## src/rtl/alu_pkg.sv

```systemverilog
// ---------------------------------------------------------------------------
// alu_pkg
//   Shared types and constants for the sequential ALU (alu_seq).
//   - op_t      : opcode encoding (0..9 defined, 10..15 undefined)
//   - state_t   : control FSM states
//   - FLAG_*    : bit positions of N, Z, V and C inside the 4-bit icc vector
//   - is_shift_op : true for the three iterative shift opcodes
// ---------------------------------------------------------------------------
package alu_pkg;

    typedef enum logic [3:0] {
        ALU_ADD  = 4'd0,
        ALU_SUB  = 4'd1,
        ALU_AND  = 4'd2,
        ALU_OR   = 4'd3,
        ALU_XOR  = 4'd4,
        ALU_SLL  = 4'd5,
        ALU_SRL  = 4'd6,
        ALU_SRA  = 4'd7,
        ALU_ADDX = 4'd8,
        ALU_SUBX = 4'd9
    } op_t;

    typedef enum logic [1:0] {
        IDLE  = 2'd0,
        SHIFT = 2'd1,
        DONE  = 2'd2
    } state_t;

    // icc = {N, Z, V, C}
    localparam int FLAG_N = 3;
    localparam int FLAG_Z = 2;
    localparam int FLAG_V = 1;
    localparam int FLAG_C = 0;

    function automatic logic is_shift_op(input logic [3:0] op);
        return (op == ALU_SLL) || (op == ALU_SRL) || (op == ALU_SRA);
    endfunction

endpackage

```

## src/rtl/alu_addsub.sv

```systemverilog
// ---------------------------------------------------------------------------
// alu_addsub
//   Combinational adder/subtractor with carry-in, producing SPARC-style
//   carry/borrow and signed-overflow indications.
//   Ports:
//     a, b  in  WIDTH  operands
//     cin   in  1      carry-in (add) or borrow-in (subtract)
//     sub   in  1      0: a + b + cin, 1: a - b - cin
//     sum   out WIDTH  result modulo 2^WIDTH
//     c     out 1      add: carry out of the MSB; sub: borrow (a < b + cin)
//     v     out 1      signed overflow
// ---------------------------------------------------------------------------
module alu_addsub #(
    parameter int WIDTH = 32
) (
    input  logic [WIDTH-1:0] a,
    input  logic [WIDTH-1:0] b,
    input  logic             cin,
    input  logic             sub,
    output logic [WIDTH-1:0] sum,
    output logic             c,
    output logic             v
);

    logic [WIDTH-1:0] b_eff_s;
    logic             cin_eff_s;
    logic [WIDTH:0]   full_s;

    // Subtraction as a + ~b + ~cin: the carry out is then the inverse of the borrow
    always_comb begin
        b_eff_s   = sub ? ~b : b;
        cin_eff_s = sub ? ~cin : cin;
        full_s    = {1'b0, a} + {1'b0, b_eff_s} + {{WIDTH{1'b0}}, cin_eff_s};
        sum       = full_s[WIDTH-1:0];
        c         = sub ? ~full_s[WIDTH] : full_s[WIDTH];
        // Overflow when the effective operands agree in sign and the sum does not
        v         = (a[WIDTH-1] == b_eff_s[WIDTH-1]) && (full_s[WIDTH-1] != a[WIDTH-1]);
    end

endmodule

```

## src/rtl/alu_seq.sv

```systemverilog
// ---------------------------------------------------------------------------
// alu_seq
//   Handshaked ALU with integer condition codes and an iterative
//   one-bit-per-cycle shifter. One operation in flight at a time.
//   Ports:
//     clk        in   1      rising-edge clock
//     reset      in   1      asynchronous, active-high reset
//     in_valid   in   1      operands/op presented
//     in_ready   out  1      block can accept (IDLE)
//     a, b       in   WIDTH  operands (shift amount is b[SHAMT_W-1:0])
//     op         in   4      opcode, see alu_pkg::op_t
//     out_valid  out  1      result/flags valid (DONE)
//     out_ready  in   1      consumer accepts result
//     result     out  WIDTH  registered result
//     icc        out  4      committed flags {N,Z,V,C}
//     illegal    out  1      with out_valid: op was undefined
//   Flags are computed alongside the result and committed to icc only on the
//   output handshake, so ADDX/SUBX always see the carry of the previous op.
// ---------------------------------------------------------------------------
module alu_seq
    import alu_pkg::*;
#(
    parameter int WIDTH   = 32,
    parameter int SHAMT_W = $clog2(WIDTH)
) (
    input  logic             clk,
    input  logic             reset,
    input  logic             in_valid,
    output logic             in_ready,
    input  logic [WIDTH-1:0] a,
    input  logic [WIDTH-1:0] b,
    input  logic [3:0]       op,
    output logic             out_valid,
    input  logic             out_ready,
    output logic [WIDTH-1:0] result,
    output logic [3:0]       icc,
    output logic             illegal
);

    state_t             state_r;
    state_t             state_nx_s;

    logic               accept_s;
    logic [SHAMT_W-1:0] shamt_s;
    logic               shift_nz_s;

    logic [WIDTH-1:0]   as_sum_s;
    logic               as_c_s;
    logic               as_v_s;
    logic               as_sub_s;
    logic               as_cin_s;

    logic [WIDTH-1:0]   imm_res_s;
    logic               imm_v_s;
    logic               imm_c_s;
    logic               imm_ill_s;

    logic [WIDTH-1:0]   sh_r;
    logic [3:0]         sop_r;
    logic [SHAMT_W-1:0] cnt_r;
    logic [WIDTH-1:0]   sh_nx_s;
    logic               sh_out_s;
    logic [3:0]         pend_r;

    function automatic logic [3:0] make_flags(input logic [WIDTH-1:0] r,
                                              input logic             v,
                                              input logic             c);
        logic [3:0] f;
        f         = 4'b0000;
        f[FLAG_N] = r[WIDTH-1];
        f[FLAG_Z] = (r == '0);
        f[FLAG_V] = v;
        f[FLAG_C] = c;
        return f;
    endfunction

    assign accept_s   = in_valid & in_ready;
    assign shamt_s    = b[SHAMT_W-1:0];
    assign shift_nz_s = is_shift_op(op) && (shamt_s != '0);
    assign as_sub_s   = (op == ALU_SUB) || (op == ALU_SUBX);
    // Only the X variants chain the committed carry
    assign as_cin_s   = ((op == ALU_ADDX) || (op == ALU_SUBX)) & icc[FLAG_C];

    alu_addsub #(
        .WIDTH (WIDTH)
    ) u_addsub (
        .a   (a),
        .b   (b),
        .cin (as_cin_s),
        .sub (as_sub_s),
        .sum (as_sum_s),
        .c   (as_c_s),
        .v   (as_v_s)
    );

    // Single-cycle result for all ops that finish straight from IDLE
    always_comb begin
        imm_res_s = '0;
        imm_v_s   = 1'b0;
        imm_c_s   = 1'b0;
        imm_ill_s = 1'b0;
        case (op)
            ALU_ADD, ALU_SUB, ALU_ADDX, ALU_SUBX: begin
                imm_res_s = as_sum_s;
                imm_v_s   = as_v_s;
                imm_c_s   = as_c_s;
            end
            ALU_AND: imm_res_s = a & b;
            ALU_OR:  imm_res_s = a | b;
            ALU_XOR: imm_res_s = a ^ b;
            // Zero-amount shift: pass a through with C=0
            ALU_SLL, ALU_SRL, ALU_SRA: imm_res_s = a;
            default: imm_ill_s = 1'b1;
        endcase
    end

    // One-bit shift step on the captured operand; sh_out_s is the bit leaving
    always_comb begin
        sh_nx_s  = sh_r;
        sh_out_s = 1'b0;
        case (sop_r)
            ALU_SLL: begin
                sh_nx_s  = {sh_r[WIDTH-2:0], 1'b0};
                sh_out_s = sh_r[WIDTH-1];
            end
            ALU_SRL: begin
                sh_nx_s  = {1'b0, sh_r[WIDTH-1:1]};
                sh_out_s = sh_r[0];
            end
            ALU_SRA: begin
                sh_nx_s  = {sh_r[WIDTH-1], sh_r[WIDTH-1:1]};
                sh_out_s = sh_r[0];
            end
            default: begin
                sh_nx_s  = sh_r;
                sh_out_s = 1'b0;
            end
        endcase
    end

    // FSM state register
    always_ff @(posedge clk or posedge reset) begin
        if (reset) begin
            state_r <= IDLE;
        end else begin
            state_r <= state_nx_s;
        end
    end

    // FSM next-state logic
    always_comb begin
        state_nx_s = state_r;
        case (state_r)
            IDLE: begin
                if (accept_s) begin
                    if (shift_nz_s) begin
                        state_nx_s = SHIFT;
                    end else begin
                        state_nx_s = DONE;
                    end
                end else begin
                    state_nx_s = IDLE;
                end
            end
            SHIFT: begin
                // cnt_r counts the shifts still to do, including this cycle's
                if (cnt_r == SHAMT_W'(1)) begin
                    state_nx_s = DONE;
                end else begin
                    state_nx_s = SHIFT;
                end
            end
            DONE: begin
                if (out_ready) begin
                    state_nx_s = IDLE;
                end else begin
                    state_nx_s = DONE;
                end
            end
            default: state_nx_s = IDLE;
        endcase
    end

    // Handshake outputs, operand capture, shift datapath, result/flag registers and flag commit
    always_ff @(posedge clk or posedge reset) begin
        if (reset) begin
            in_ready  <= 1'b1;
            out_valid <= 1'b0;
            result    <= '0;
            icc       <= 4'b0000;
            illegal   <= 1'b0;
            sh_r      <= '0;
            sop_r     <= 4'd0;
            cnt_r     <= '0;
            pend_r    <= 4'b0000;
        end else begin
            in_ready  <= (state_nx_s == IDLE);
            out_valid <= (state_nx_s == DONE);
            case (state_r)
                IDLE: begin
                    if (accept_s) begin
                        sh_r  <= a;
                        sop_r <= op;
                        cnt_r <= shamt_s;
                        if (!shift_nz_s) begin
                            result  <= imm_res_s;
                            illegal <= imm_ill_s;
                            pend_r  <= make_flags(imm_res_s, imm_v_s, imm_c_s);
                        end
                    end
                end
                SHIFT: begin
                    sh_r  <= sh_nx_s;
                    cnt_r <= cnt_r - SHAMT_W'(1);
                    if (cnt_r == SHAMT_W'(1)) begin
                        result  <= sh_nx_s;
                        illegal <= 1'b0;
                        pend_r  <= make_flags(sh_nx_s, 1'b0, sh_out_s);
                    end
                end
                DONE: begin
                    // Undefined ops leave the committed flags untouched
                    if (out_ready && !illegal) begin
                        icc <= pend_r;
                    end
                end
                default: ;
            endcase
        end
    end

endmodule

```

## config.mk

```make
export PLATFORM = sky130hd
export DESIGN_NAME = alu_seq
export DESIGN_NICKNAME = d
export VERILOG_FILES = /design/src/rtl/alu_pkg.sv /design/src/rtl/alu_addsub.sv /design/src/rtl/alu_seq.sv
export SDC_FILE = /design/constraint.sdc
export NUM_CORES = 1
export LEC_CHECK = 0
export CAP_MARGIN = 20
export CORE_ASPECT_RATIO = 2
export CORE_MARGIN = 2
export CORE_UTILIZATION = 57
export CTS_CLUSTER_SIZE = 14
export DETAILED_ROUTE_END_ITERATION = 10
export PLACE_DENSITY = 0.78
export SLEW_MARGIN = 20
export SYNTH_ARGS = -nofsm -noshare
export SYNTH_HDL_FRONTEND = slang
export SYNTH_SLANG_ARGS = --single-unit
```

## constraint.sdc

```tcl
create_clock -name clk -period 4.9 [get_ports clk]
set_input_delay 1.225 -clock clk [delete_from_list [all_inputs] [get_ports clk]]
set_output_delay 1.225 -clock clk [all_outputs]
set_load 0.005 [all_outputs]
```

# --- Yosys cells after proc, flatten, opt, wreduce, memory -nomap -nowiden ---
# Cells that the tools add are included.
# W data, S select, Z words.
totals:
  register_bits: 86
  latchBits: 0
  ram_bits: 0
  mem_bits_ro: 0
  in_bits: 72
  output_inout_bits: 39
  wordCells: 95
  n_memories: 0
classes:
  n_addsub: 3
  mul: 0
  div: 0
  n_lt_le_gt_ge: 0
  eq_ne: 21
  n_shift: 0
  n_mux: 30
  bitwise: 8
  n_reduce_logical: 23
ops:
  columns: ["cell", "count"]
  rows:
  - ["$mux W32", 5]
  - ["$pmux W32 S5", 1]
  - ["$pmux W32 S2", 2]
  - ["$pmux W32 S3", 1]
  - ["$logic_not A32 Y1", 2]
  - ["$add A32 B32 Y33", 1]
  - ["$add A33 B1 Y33", 1]
  - ["$and A32 B32 Y32", 1]
  - ["$not A32 Y32", 1]
  - ["$or A32 B32 Y32", 1]
  - ["$xor A32 B32 Y32", 1]
  - ["$eq A4 B3 Y1 const B", 7]
  - ["$mux W4", 3]
  - ["$pmux W5 S2", 1]
  - ["$reduce_or A10 Y1", 1]
  - ["$eq A4 B2 Y1 const B", 2]
  - ["$eq A4 B4 Y1 const B", 2]
  - ["$mux W1", 8]
  - ["$mux W2", 4]
  - ["$pmux W4 S2", 1]
  - ["$ne A2 B2 Y1 const B", 3]
  - ["$pmux W2 S3", 1]
  - ["$reduce_and A2 Y1", 3]
  - ["$eq A5 B1 Y1 const B", 1]
  - ["21 further kinds", 31]

# --- Logic depth before layout (Yosys ltp) ---
logic_depth:
  word_depth: 12
  ltp_mapped: 20
  depth_no_buf: 16

# --- Modules after synthesis ---
# Synthesis repeated with hierarchy kept, for this count alone.
hier_totals:
  cells_unflattened: 1111
  area_unflattened_um2: 8763.4
by_module_without_submodules:
  columns: ["module", "instances", "cells_each", "area_each_um2", "seq_area_each_um2"]
  rows:
  - ["alu_seq", 1, 826, 6690.2, 2128.3]
  - ["alu_addsub", 1, 285, 2073.2, 0.0]

# --- Worst setup path after synthesis ---
# No wires, ideal clock.
synth_path:
  path_type: "input to register"
  startpoint: "input op[0]"
  endpoint: "register pend_r[2]"
  setup_time_ns: 0.092
  arrival_time_ns: 5.506
  required_ns: 4.808
  path_slack_ns: -0.698
  path_stages: 18
  n_path_buf: 5
  cell_sequence: "buf_6 -> buf_2 -> buf_1 -> and2_1 -> clkbuf_1 -> buf_1 -> xnor2_1 -> ha_1 -> a2111oi_2 -> inv_1 -> o21ai_2 -> o41a_1 -> nand3_1 -> or4_1 -> or4_1 -> nor4_1 -> nand4_1 -> o31ai_2"
synth_between:
  elab_chain_len: 11
  elab_cells_between_ends: 30
  cone_classes: "add/sub: 2; eq/ne: 10; mux: 6; bitwise: 2; reduce/logical: 10"
synth_lines:
  columns: ["item", "line", "text"]
  rows:
  - ["start, declared", "alu_seq.sv:32", "input logic [3:0] op,"]
  - ["branches (longest 11 deep; another with $add A32 B32 Y33)", null, null]
  - ["end signal, assigned", "alu_seq.sv:208", "pend_r <= make_flags(imm_res_s, imm_v_s, imm_c_s);"]
  - ["end signal, assigned", "alu_seq.sv:218", "pend_r <= make_flags(sh_nx_s, 1'b0, sh_out_s);"]
  - ["end, declared", "alu_seq.sv:63", "logic [3:0] pend_r;"]
# Parallel ways; which one is timed is not known. The select of a mux whose other input is x is not followed.
# A chain may end at the register's enable or synchronous reset.

# --- Final worst setup path ---
layout_path:
  startpoint: "input b[2]"
  endpoint: "register pend_r[2]"
layout_between:
  elab_chain_len: 9
  elab_cells_between_ends: 16
  cone_classes: "add/sub: 2; eq/ne: 1; mux: 5; bitwise: 4; reduce/logical: 4"
layout_lines:
  columns: ["item", "line", "text"]
  rows:
  - ["start, declared", "alu_seq.sv:31", "input logic [WIDTH-1:0] b,"]
  - ["$not A32 Y32", "alu_addsub.sv:31", "b_eff_s = sub ? ~b : b;"]
  - ["$mux W32", "alu_addsub.sv:31", null]
  - ["$add A32 B32 Y33", "alu_addsub.sv:33", "full_s = {1'b0, a} + {1'b0, b_eff_s} + {{WIDTH{1'b0}}, cin_eff_s};"]
  - ["$add A33 B1 Y33", "alu_addsub.sv:33", null]
  - ["$pmux W32 S5", "alu_seq.sv:102", "case (op)"]
  - ["$logic_not A32 Y1", "alu_seq.sv:71", "f[FLAG_Z] = (r == '0);"]
  - ["$mux W4", "alu_seq.sv:205", "if (!shift_nz_s) begin"]
  - ["$mux W4", "alu_seq.sv:201", "if (accept_s) begin"]
  - ["$pmux W4 S2", "alu_seq.sv:199", "case (state_r)"]
# Several ways; a longest one is shown, not always the timed one. The select of a mux whose other input is x is not followed.

==> out/metrics.cfg <==
[finish]
mostFrequentLayoutCells = 183 x buf_4, 112 x nand2_1, 105 x clkdlybuf4s50_1
drive_gt1_frac = 0.200
utilization = 0.778
area_delta_synth_final_pct = 34.7
final_common_cell = buf_4
fill_cells = 1116
nets = 1464

[run_status]
status = finished clean

[cts]
hold_buffers = 0
clkSinkCount = 85
clk-insertion-delay-late_ns = 0.34
cts-root-buf = clkbuf_16
cts-buffers-inserted = 9
h-tree-depth = 3
clk_pin_slew_ns = 0.07
cts_tree = built
clock_path_buffers = 2

[critical_path]
reg2reg_depth = 17
r2r-end = pend_r[2]
crit_type = in -> reg
cp-start-kind = input pin
arrival_ns = 4.98
cp_max_fo = 4
r2r_start = icc[0]
worst_ep_required_time_ns = 5.15
r2r_slack_ns = 0.66
endpoint_kind = flip-flop

[sta]
holdWs_ns = 0.467
finalClockSkew_ns = 0.00688
setup_viol = 0
drv_slew = 0
tightest_slew_ns = 0.958
hold_viol = 0
post-route-min-period_ns = 4.73
max_freq_ghz = 0.212
setup_slack_ns = 0.175
fin_crit_sh = 0.964
slew_headroom = 0.362

[synthesis]
ys.flop_type = dfrtp_1
ys_async_sr_fraction = 1.00
syn_area_um2 = 8510
syn_area_per_cell_um2 = 8.05
synth_fp_nets = 1228
ys_warn_count = 0
yosysSeqAreaShare = 0.250
synth.distinct_cells = 81
synth-edff-count = 0
ys_ff_latch = 85
syn_inst = 1057

[detailed_routing]
drc_errors = 0
drt_iter0_drc = 1076
dr.pass1.iters = 8
drt.antenna.violating_nets = 0
via_count = 9754
wire_per_inst_um = 21.1
postRouteWirelength_um = 31500
viasPerCell = 6.53

[worst_hold_path]
hold_path.startpoint = result[13]
hold_end = result[13]
min_path_cells = 2
hp-class = reg -> reg

[floorplanning]
coreArea_um2 = 14700
die_w_um = 90.4
die_h_um = 177
rows = 63
ios = 111
die_area_um2 = 16000
start_util = 0.577

[place]
dp_hpwl_um = 24700
numPortBuffers = 110
place_ws_ns = -0.627
gp_congestion = 0.993

[global_routing]
grt_max_degree = 60
grt-ovfl-total = 0
grt_pass1_wl_um = 49400
antenna_found_initial = 1
grt_pass1_vias = 9613
gr-usage-all-layers = 0.392

[power]
p_per_area_nw_per_um2 = 409
leakagePower_uw = 0.00523
vdd_drop_max_v = 0.000232

[job]
drv_cap = 0

cells in the mapped netlist, drive strengths merged (17+ instances only):
| cell type | instances | area, µm² |
|---|---|---|
| a211oi | 17 | 133 |
| nor2 | 72 | 273 |
| a222oi | 34 | 340 |
| inv | 82 | 308 |
| ha | 97 | 1210 |
| buf | 21 | 110 |
| xnor2 | 41 | 359 |
| a21oi | 78 | 390 |
| dfrtp | 84 | 2100 |
| a22oi | 40 | 300 |
| nand3 | 18 | 90.1 |
| clkbuf | 51 | 191 |
| nand2 | 113 | 424 |
| o21ai | 81 | 409 |
sequential cells by signal, indices dropped and copies added, names as in the netlist:
| register | flops |
|---|---|
| result | 32 |
| sh_r | 32 |
| cnt_r | 5 |
| icc | 4 |
| sop_r | 4 |
| pend_r | 3 |
| state_r | 2 |
| illegal | 1 |
| in_ready | 1 |
| out_valid | 1 |
metal layers:
metal	part of all wire	GRT usage	vias up
met4	0.086	0.307	0
li1	-	-	4388
met1	0.33	0.398	4611
met3	0.067	0.0558	181
met2	0.52	0.714	574
met5	0	0	-
critical path: stages:
cell             delay (ns)
clkdlybuf4s50_1        0.51
inv_1                  0.11
xnor2_2                0.14
ha_2                   0.33
buf_4                  0.12
nor2_4                 0.05
o31ai_4                0.31
o211ai_1               0.12
o211ai_1               0.23
mux2i_1                0.18
or4_1                  0.53
or4_4                  0.44
nor4_4                 0.30
nand4_1                0.14
o31ai_2                0.24
power breakdown:
part	switching, µW	internal [µW]	total, µW
registers	317	1040	1360
clock network	290	360	650
logic	1450	1230	2680
total	2060	2640	4690
through the flow:
stage,instances,total power (µW),instance area (µm²),TNS (ns)
floorplan,1057,2780,8600,-0.128
global placement,1471,3850,11000,-4.29
detailed placement,1471,3930,11000,-5.38
CTS,1489,4610,11300,0
global route,1494,5000,11500,-0.0924
finish,1494,4690,11500,0
cell type report:
cell class,instances,area (µm²),area share
Antenna cell,1,2.50,0.000218
Clock buffer,10,239,0.0208
Clock inverter,6,46.3,0.00404
Inverter,82,309,0.0270
Multi-Input combinational cell,818,5980,0.521
Sequential cell,85,2130,0.186
Tap cell,195,244,0.0213
Timing Repair Buffer,297,2520,0.220
cell families after synthesis:
kind of cell	share of synthesized area
and+or+nand+nor	0.159
muxes	0.0184
AOI/OAI and AO/OA	0.299
xor gates and xnor gates	0.0546
adders and majority gates	0.147
DFF	0.250
buffers and inverters	0.0716
repair_timing:
item,CTS,global route
pin swaps,7,15
setup endpoints to repair,9,8
buffers inserted,2,4
hold endpoints to repair,0,0
resized for setup,17,27
how the worst max path moves through the flow:
stage               startpoint        end  slack [ns]
floorplan                op[1]  pend_r[2]       -0.13
global placement         op[1]  pend_r[2]       -0.61
detailed placement       op[1]  pend_r[2]       -0.63
CTS                      op[3]  pend_r[2]       0.006
global route              b[1]  pend_r[2]       -0.09
finish                    b[2]  pend_r[2]        0.17
(Power assumes the default switching activity.)
